--- src/rtl/pri_enc_scan.sv ---
// pri_enc_scan
//   Sequential priority scanner. Accepts a WIDTH-bit request vector through a
//   valid/ready handshake, then emits the index of every set bit, one beat per
//   handshake, in priority order. The final beat of each vector carries
//   out_last. An all-zero vector produces a single out_none beat.
//
// Parameters
//   WIDTH      request vector width (>= 2)
//   IDXW       index width, derived from WIDTH (do not override)
//   MSB_FIRST  1: highest set index first, 0: lowest set index first
//
// Ports
//   clk        rising-edge clock
//   rst_n      asynchronous active-low reset
//   in_valid   in_vec is presented
//   in_ready   block is idle and can take a vector
//   in_vec     request vector
//   out_valid  out_idx/out_none/out_last are valid
//   out_ready  consumer takes the current beat
//   out_idx    index of the current set bit
//   out_none   current beat stands for an all-zero vector
//   out_last   final beat of the current vector
//   out_cnt    popcount of the vector being scanned (held until next accept)
module pri_enc_scan #(
    parameter int WIDTH     = 8,
    parameter int IDXW      = $clog2(WIDTH),
    parameter bit MSB_FIRST = 1'b1
) (
    input  logic             clk,
    input  logic             rst_n,
    input  logic             in_valid,
    output logic             in_ready,
    input  logic [WIDTH-1:0] in_vec,
    output logic             out_valid,
    input  logic             out_ready,
    output logic [IDXW-1:0]  out_idx,
    output logic             out_none,
    output logic             out_last,
    output logic [IDXW:0]    out_cnt
);

    typedef enum logic {IDLE, SCAN} state_t;

    state_t           state, state_nx;
    logic [WIDTH-1:0] pend, pend_nx;
    logic             zero_f, zero_nx;
    logic [IDXW:0]    cnt_r, cnt_nx;

    logic [IDXW-1:0]  idx;   // priority-encoded index of pend
    logic [WIDTH-1:0] sel;   // one-hot mask of that same bit
    logic [WIDTH-1:0] rest;  // pend with the selected bit removed

    function automatic logic [IDXW:0] popcount(input logic [WIDTH-1:0] v);
        logic [IDXW:0] c;
        c = '0;
        for (int i = 0; i < WIDTH; i++) begin
            c = c + (IDXW+1)'(v[i]);
        end
        return c;
    endfunction

    // Priority select: the last match in loop order wins, so the loop runs
    // towards the winning end of the vector.
    always_comb begin
        idx = '0;
        sel = '0;
        if (MSB_FIRST) begin
            for (int i = 0; i < WIDTH; i++) begin
                if (pend[i]) begin
                    idx    = IDXW'(i);
                    sel    = '0;
                    sel[i] = 1'b1;
                end
            end
        end else begin
            for (int i = WIDTH - 1; i >= 0; i--) begin
                if (pend[i]) begin
                    idx    = IDXW'(i);
                    sel    = '0;
                    sel[i] = 1'b1;
                end
            end
        end
    end

    // Nothing left after removing the selected bit means this beat is last.
    assign rest = pend & ~sel;

    // State register
    always_ff @(posedge clk or negedge rst_n) begin
        if (!rst_n) begin
            state  <= IDLE;
            pend   <= '0;
            zero_f <= 1'b0;
            cnt_r  <= '0;
        end else begin
            state  <= state_nx;
            pend   <= pend_nx;
            zero_f <= zero_nx;
            cnt_r  <= cnt_nx;
        end
    end

    // Next-state logic
    always_comb begin
        state_nx = state;
        pend_nx  = pend;
        zero_nx  = zero_f;
        cnt_nx   = cnt_r;
        case (state)
            IDLE: begin
                if (in_valid) begin
                    pend_nx  = in_vec;
                    zero_nx  = (in_vec == '0);
                    cnt_nx   = popcount(in_vec);
                    state_nx = SCAN;
                end
            end
            SCAN: begin
                if (out_ready) begin
                    if (zero_f) begin
                        zero_nx  = 1'b0;
                        state_nx = IDLE;
                    end else begin
                        pend_nx = rest;
                        if (rest == '0) begin
                            state_nx = IDLE;
                        end
                    end
                end
            end
            default: state_nx = IDLE;
        endcase
    end

    // Outputs decode from registers only; in_* never reaches out_* directly.
    always_comb begin
        in_ready  = 1'b0;
        out_valid = 1'b0;
        out_idx   = '0;
        out_none  = 1'b0;
        out_last  = 1'b0;
        case (state)
            IDLE: in_ready = 1'b1;
            SCAN: begin
                out_valid = 1'b1;
                out_none  = zero_f;
                out_idx   = zero_f ? '0 : idx;
                out_last  = zero_f || (rest == '0);
            end
            default: ;
        endcase
    end

    assign out_cnt = cnt_r;

endmodule
--- config.mk ---
export PLATFORM = sky130hd
export DESIGN_NAME = pri_enc_scan
export DESIGN_NICKNAME = d
export VERILOG_FILES = /design/src/rtl/pri_enc_scan.sv
export SDC_FILE = /design/constraint.sdc
export NUM_CORES = 1
export LEC_CHECK = 0
export BUFFER_PORTS_ARGS = -buffer_cell sky130_fd_sc_hd__buf_4
export CORE_MARGIN = 2
export CORE_UTILIZATION = 46
export DETAILED_ROUTE_END_ITERATION = 8
export PLACE_DENSITY = 0.84
export SYNTH_ARGS = -nofsm -noshare
export SYNTH_HDL_FRONTEND = slang
export SYNTH_SLANG_ARGS = --single-unit
--- constraint.sdc ---
create_clock -name clk -period 1.3 [get_ports clk]
set_input_delay 0.26 -clock clk [delete_from_list [all_inputs] [get_ports clk]]
set_output_delay 0.26 -clock clk [all_outputs]
set_load 0.03 [all_outputs]
==> run summary, run 1 <==
status -> finished with violations
failing checks -> negative setup slack
CTS Root Cell -> clkbuf_4
total number of vias -> 1042
post-route minimum period -> 2.51 ns
H-tree depth -> 1
Layout Utilization -> 84.9%
Vias/cell -> 5.43
most common cell after layout, fill and taps aside -> buf_4
placement-stage worst setup slack -> -1.53 ns
number of cells in the design after placement -> 176
number of rows in the core area -> 16
core area -> 1940 um^2
most frequent cells in the layout -> buf_4 (36), buf_6 (15), nand2_1 (13)
unrepaired setup endpoints after global routing -> yes
cell types with the largest area share after synthesis -> dfrtp_1 (37%), fa_1 (8.5%), o21ai_0 (6.4%)
mux contribution to synthesized area -> 0%
total of endpoints with negative setup slack in the final report -> 15
number of iterations in the first detailed-routing pass -> 5
placed cell area -> 1340 um^2
non-filler instance count after layout -> 192
input/output buffers -> 22
Worst Tran Pin Value -> 0.399 ns
estimated wirelength of the detail-placed design -> 2010 um
number of fill cells -> 105
first-pass GRT wire length -> 5100 um
initial cell density of the core -> 48.4%
overall power after layout -> 4.55 mW
number of warning messages in the yosys log -> 0
class of the most critical hold timing path -> in2reg
post-layout worst setup margin -> -1.21 ns
area share of and/or/nand/nor cells after synthesis -> 18.6%
sum of routed wire length over all layers -> 3380 um
number of antenna violations at the first check in global routing -> 0
post-layout instance area -> 1650 um^2
standby leakage power -> 0.776 nW
Max Fclk -> 399 MHz
horizontal die dimension -> 49.2 um
period utilization -> 193%
number of library cell types mapped by synthesis -> 31
Max Slew Vio Count -> 0
data arrival time of the critical path -> 2.75 ns
overall global routing resource usage -> 28.1%
critical path class -> in2reg
total of max-cap violations -> 0
DIE AREA -> 2420 um^2
weighted congestion at the end of routability-driven global placement -> 0.802
cell area after synthesis -> 940 um^2
clock latency at the later pin of the worst-skew pair -> 0.29 ns
total of flip-flops plus latches after synthesis -> 14
power per cell area -> 2760 nW/um^2
post-synthesis xor/xnor area fraction -> 0.932%
Die Span Y -> 49.2 um
Max Root-Sink Buffers -> 2
Wirelength per Cell -> 17.6 um
area fraction in compound gates after synthesis -> 21.4%
Overflow after GRT -> 0
Synth Instances -> 110
Max Fanout on Critical Path -> 2
CTS clk-pin slew, worst paths -> 0.09 ns
count of inserted antenna diode cells -> 0
count of clock tree sinks -> 14
syn nets -> 130
vias in the first global route -> 1111
share of cells above drive strength 1 -> 56.4%
top-level I/O count -> 23
largest family of logic cells by synthesized area -> compound AO/OA/AOI/OAI gates
sequential-to-total area share from yosys stat -> 37.3%
Hold Vio Cnt, Final -> 0
First DRT Iteration DRCs -> 18
clock buffers created by TritonCTS -> 3
TritonCTS clock tree -> done
Mean Syn Cell Area -> 8.54 um^2
largest voltage drop on the vdd net -> 1.74 mV
layout-stage area growth over the synthesis result -> 75.5%
type of destination of the critical path -> flop
endpoint required time on the critical path -> 1.54 ns
portion of synthesized cell area occupied by the leading cell type -> 37.3%
Total Nets Final -> 186
maximum number of pins on one net before global-route repair -> 15
Worst slew margin -> 73.4%
cell type contributing the most total cell area after synthesis -> dfrtp_1
adder and majority gate portion of the synthesized area -> 13.8%
final setup skew -> 0.0145 ns
DRC violations left -> 0
Critical Path Start Type -> input pin
post-route antenna net violation count -> 0
## cells in the mapped netlist
cell type / number
and2_1: 1
o41ai_1: 1
nand4_1: 1
nor4_1: 1
o21ai_1: 1
nor2b_1: 2
nand3_1: 1
buf_4: 1
buf_2: 2
clkinv_1: 1
or3_1: 1
nor3_1: 2
o22ai_1: 2
o21bai_1: 1
nor4_4: 1
o221ai_1: 1
xnor2_1: 1
inv_1: 14
nor2_1: 9
nand2_1: 13
a22o_1: 1
nand2b_1: 3
o211ai_1: 2
a31oi_1: 2
dfrtp_1: 14
o21ai_0: 12
ha_1: 4
a211oi_1: 1
o21a_1: 2
a21oi_1: 8
fa_1: 4
## per-stage QoR
stage	hold slack, ns	setup TNS, ns
final	0.224	-7.18
after global routing	0.233	-8.17
after CTS	0.209	-6.74
after detailed placement	0.118	-6.73
after global placement	0.114	-6.24
after floorplan	-0.0356	-4.92
## per-layer routing
layer	GRT usage (%)	wire length (um)
met2	54.1	1850
met1	30.1	1280
met3	3.68	103
met5	0	0
met4	11.9	137
## power by group
part | total [mW] | switching, mW | internal (mW) | leakage (nW)
registers | 0.892 | 0.268 | 0.623 | 0.173
logic | 3.40 | 1.74 | 1.66 | 0.587
clock network | 0.265 | 0.146 | 0.119 | 0.0150
total | 4.55 | 2.15 | 2.40 | 0.776
## registers in the layout, summed over array words and instances, names as in the netlist
| signal | cells |
|---|---|
| out_cnt | 4 |
| pend | 8 |
| state | 1 |
| zero_f | 1 |
## area by class of cell
type / count / area (um^2) / area share (%)
clock buffer: 4 / 26.3 / 1.59
inverter: 15 / 68.8 / 4.17
multi-input combinational: 78 / 686 / 41.6
sequential: 14 / 355 / 21.5
tap: 27 / 33.8 / 2.05
timing repair buffer: 54 / 479 / 29.1
## worst paths after layout
| kind | start | to | slack, ns | cells past startpoint |
|---|---|---|---|---|
| setup / recovery | in_vec[0] | out_cnt[1]$_DFFE_PN0P_ | -1.21 | 10 |
| hold reg to reg | out_cnt[0]$_DFFE_PN0P_ | out_cnt[0]$_DFFE_PN0P_ | 0.50 | 2 |
| setup reg to reg | pend[4]$_DFFE_PN0P_ | state$_DFF_PN0_ | -0.26 | 5 |
| hold / removal | out_ready | state$_DFF_PN0_ | 0.22 | 2 |
| min in group asynchronous | rst_n | out_cnt[2]$_DFFE_PN0P_ | 0.35 | 2 |
| max in group asynchronous | rst_n | pend[4]$_DFFE_PN0P_ | 0.75 | 2 |
## worst max-delay path, stage by stage
cell     delay, ns
buf_8         0.10
fa_1          0.54
inv_1         0.06
fa_1          0.45
fa_1          0.51
inv_2         0.05
ha_4          0.15
fa_2          0.51
nand2_1       0.04
nand2_1       0.07
## repair_timing
| action | 4_1_cts | 5_1_grt |
|---|---|---|
| resized for setup | 35 | 22 |
| pin swaps | 10 | 10 |
| hold endpoints to repair | 14 | 0 |
| hold buffers | 1 | 0 |
| setup buffers | 8 | 6 |
| endpoints found under the setup margin | 15 | 20 |
## kinds of logic (layout without fill, tap and decap cells)
kind of cell | count (synthesis) | count (layout)
DFF | 14 | 14
buffers and inverters | 18 | 73
xor gates and xnor gates | 1 | 1
and+or+nand+nor | 35 | 35
AOI/OAI and AO/OA | 34 | 34
adders and majority gates | 8 | 8
Note: power is estimated with default switching activity, not from simulation.
==> run 2, diff against run 1 <==
SKIP_LAST_GASP = 1   (was default)
clock period = 2.3 ns   (was 1.3 ns; I/O delays follow)
==> run summary, run 2 (same netlist as run 1, synthesis figures left out) <==
post-layout instance area -> 1250 um^2 (-24%)
RR Startpoint -> pend[6]$_DFFE_PN0P_
CTS Root Cell -> clkbuf_4
standby leakage power -> 0.605 nW (-22%)
most frequent cells in the layout -> buf_4 (29), nand2_1 (13), inv_1 (12), dfrtp_1 (12), o21ai_0 (10)
vias in the first global route -> 840 (-24%)
clock latency at the later pin of the worst-skew pair -> 0.28 ns (about the same)
unrepaired setup endpoints after global routing -> yes
Overflow after GRT -> 0 (unchanged)
Max Slew Vio Count -> 0 (unchanged)
CTS clk-pin slew, worst paths -> 0.08 ns (about the same)
status -> finished with violations
Critical Path Start Type -> input pin
Vias/cell -> 5.60 (+3.1%)
post-route antenna net violation count -> 0 (unchanged)
largest register by flop count -> pend
sum of routed wire length over all layers -> 2300 um (-32%)
final setup skew -> 0.000879 ns (-0.0136 ns)
max reg flops -> 8 (unchanged)
clock buffers created by TritonCTS -> 3 (unchanged)
DRC violations left -> 0 (unchanged)
TritonCTS clock tree -> done
multi-input logic area -> 538 um^2 (-22%)
layout-stage area growth over the synthesis result -> 32.6%
placed cell area -> 1170 um^2 (-13%)
overall global routing resource usage -> 18.8% (-9.3 points)
Seq. cell area -> 353 um^2 (-0.70%)
First DRT Iteration DRCs -> 30 (+12)
endpoint required time on the critical path -> 2.53 ns (+0.99 ns)
Total Nets Final -> 162 (-13%)
cells on worst reg2reg path -> 6 (+1)
type of destination of the critical path -> flop
weighted congestion at the end of routability-driven global placement -> 0.876 (+9.2%)
slack of the worst reg-to-reg path -> 0.66 ns (+0.92 ns)
initial cell density of the core -> 48.4% (unchanged)
number of antenna violations at the first check in global routing -> 0 (unchanged)
reg-to-reg critical path endpoint -> state$_DFF_PN0_
most common cell after layout, fill and taps aside -> buf_4
Wirelength per Cell -> 13.7 um (-22%)
horizontal die dimension -> 49.2 um (unchanged)
Worst Hold Margin -> 0.00766 ns (-0.216 ns)
Layout Utilization -> 64.2% (-21 points)
Max Fanout on Critical Path -> 2 (unchanged)
H-tree depth -> 1 (unchanged)
total number of vias -> 940 (-9.8%)
count of inserted antenna diode cells -> 0 (unchanged)
critical path class -> in2reg
power per cell area -> 1420 nW/um^2 (-49%)
input/output buffers -> 22 (unchanged)
Worst Tran Pin Value -> 0.522 ns (+0.123 ns)
core area -> 1940 um^2 (unchanged)
post-cts hold buffer count -> 0 (-1)
DIE AREA -> 2420 um^2 (unchanged)
top-level I/O count -> 23 (unchanged)
period utilization -> 116%
data arrival time of the critical path -> 2.90 ns (+0.15 ns)
total of max-cap violations -> 0 (unchanged)
Max Root-Sink Buffers -> 2 (unchanged)
class of the most critical hold timing path -> in2async
Max Fclk -> 373 MHz
failing checks -> negative setup slack
Hold Vio Cnt, Final -> 0 (unchanged)
share of cells above drive strength 1 -> 29.8% (-27 points)
post-layout worst setup margin -> -0.378 ns (+0.831 ns)
Die Span Y -> 49.2 um (unchanged)
number of iterations in the first detailed-routing pass -> 4 (-1)
estimated wirelength of the detail-placed design -> 1720 um (-14%)
first-pass GRT wire length -> 3510 um (-31%)
count of clock tree sinks -> 14 (unchanged)
number of fill cells -> 180 (+71%)
placement-stage worst setup slack -> -0.756 ns (+0.777 ns)
Worst slew margin -> 65.2% (-8.2 points)
post-route minimum period -> 2.68 ns
maximum number of pins on one net before global-route repair -> 16 (+1)
largest voltage drop on the vdd net -> 0.702 mV (-60%)
total of endpoints with negative setup slack in the final report -> 3 (-12)
number of rows in the core area -> 16 (unchanged)
-- run 2: cell types whose count changed in the layout (fill, tap and decap cells not counted), moves of 4 or more --
cell     delta
buf_4       -7
o21ai_2     -6
o21ai_0     +8
a21oi_1     +6
buf_6      -14
a21oi_2     -4
-- run 2: worst max-delay path by stage --
stage                              to  slack (ns)  startpoint
2_1_floorplan  out_cnt[1]$_DFFE_PN0P_       -0.51   in_vec[0]
3_3_place_gp   out_cnt[2]$_DFFE_PN0P_       -0.69   in_vec[0]
3_5_place_dp   out_cnt[2]$_DFFE_PN0P_       -0.76   in_vec[0]
4_1_cts        out_cnt[2]$_DFFE_PN0P_       -0.42   in_vec[0]
5_1_grt        out_cnt[1]$_DFFE_PN0P_       -0.46   in_vec[0]
6_report       out_cnt[1]$_DFFE_PN0P_       -0.38   in_vec[0]
-- run 2: routing by layer --
metal | part of all wire [%] | global-route usage (%) | vias to the layer above
met3 | 6.0 | 2.76 | 10
li1 | - | - | 439
met5 | 0 | 0 | -
met1 | 39 | 23.3 | 445
met2 | 52 | 32.4 | 46
met4 | 3.0 | 7.62 | 0
-- run 2: repair_timing --
action                     in CTS  in global routing
setup buffers                   0                  4
pin swaps                       1                  3
resized for setup               1                  5
setup endpoints to repair       4                  5
-- run 2: where the power goes --
group | internal (mW) | switching (mW) | total [mW]
clock | 0.0963 | 0.0813 | 0.178
sequential | 0.349 | 0.133 | 0.482
combinational | 0.469 | 0.639 | 1.11
-- run 2: layout make-up --
type | count | share of cell area [%]
well taps | 27 | 2.71
repair buffers | 30 | 18.4
flip-flops and latches | 14 | 28.3
multi-input cells | 78 | 43.2
clock buffers | 4 | 2.91
inverters | 15 | 4.52
-- run 2: per-stage QoR --
step	setup TNS, ns	cells	total power, mW
4_1_cts	-0.928	164	1.66
3_5_place_dp	-2.21	160	1.49
2_1_floorplan	-1.29	110	1.18
3_3_place_gp	-2.00	160	1.45
5_1_grt	-1.08	168	1.90
6_report	-0.838	168	1.77
-- run 2: worst max-delay path: stages --
cell     delay [ns]
buf_6          0.10
fa_1           0.53
inv_1          0.05
fa_1           0.44
fa_1           0.50
inv_2          0.05
ha_4           0.15
fa_2           0.51
nand2_1        0.05
nand2_1        0.07
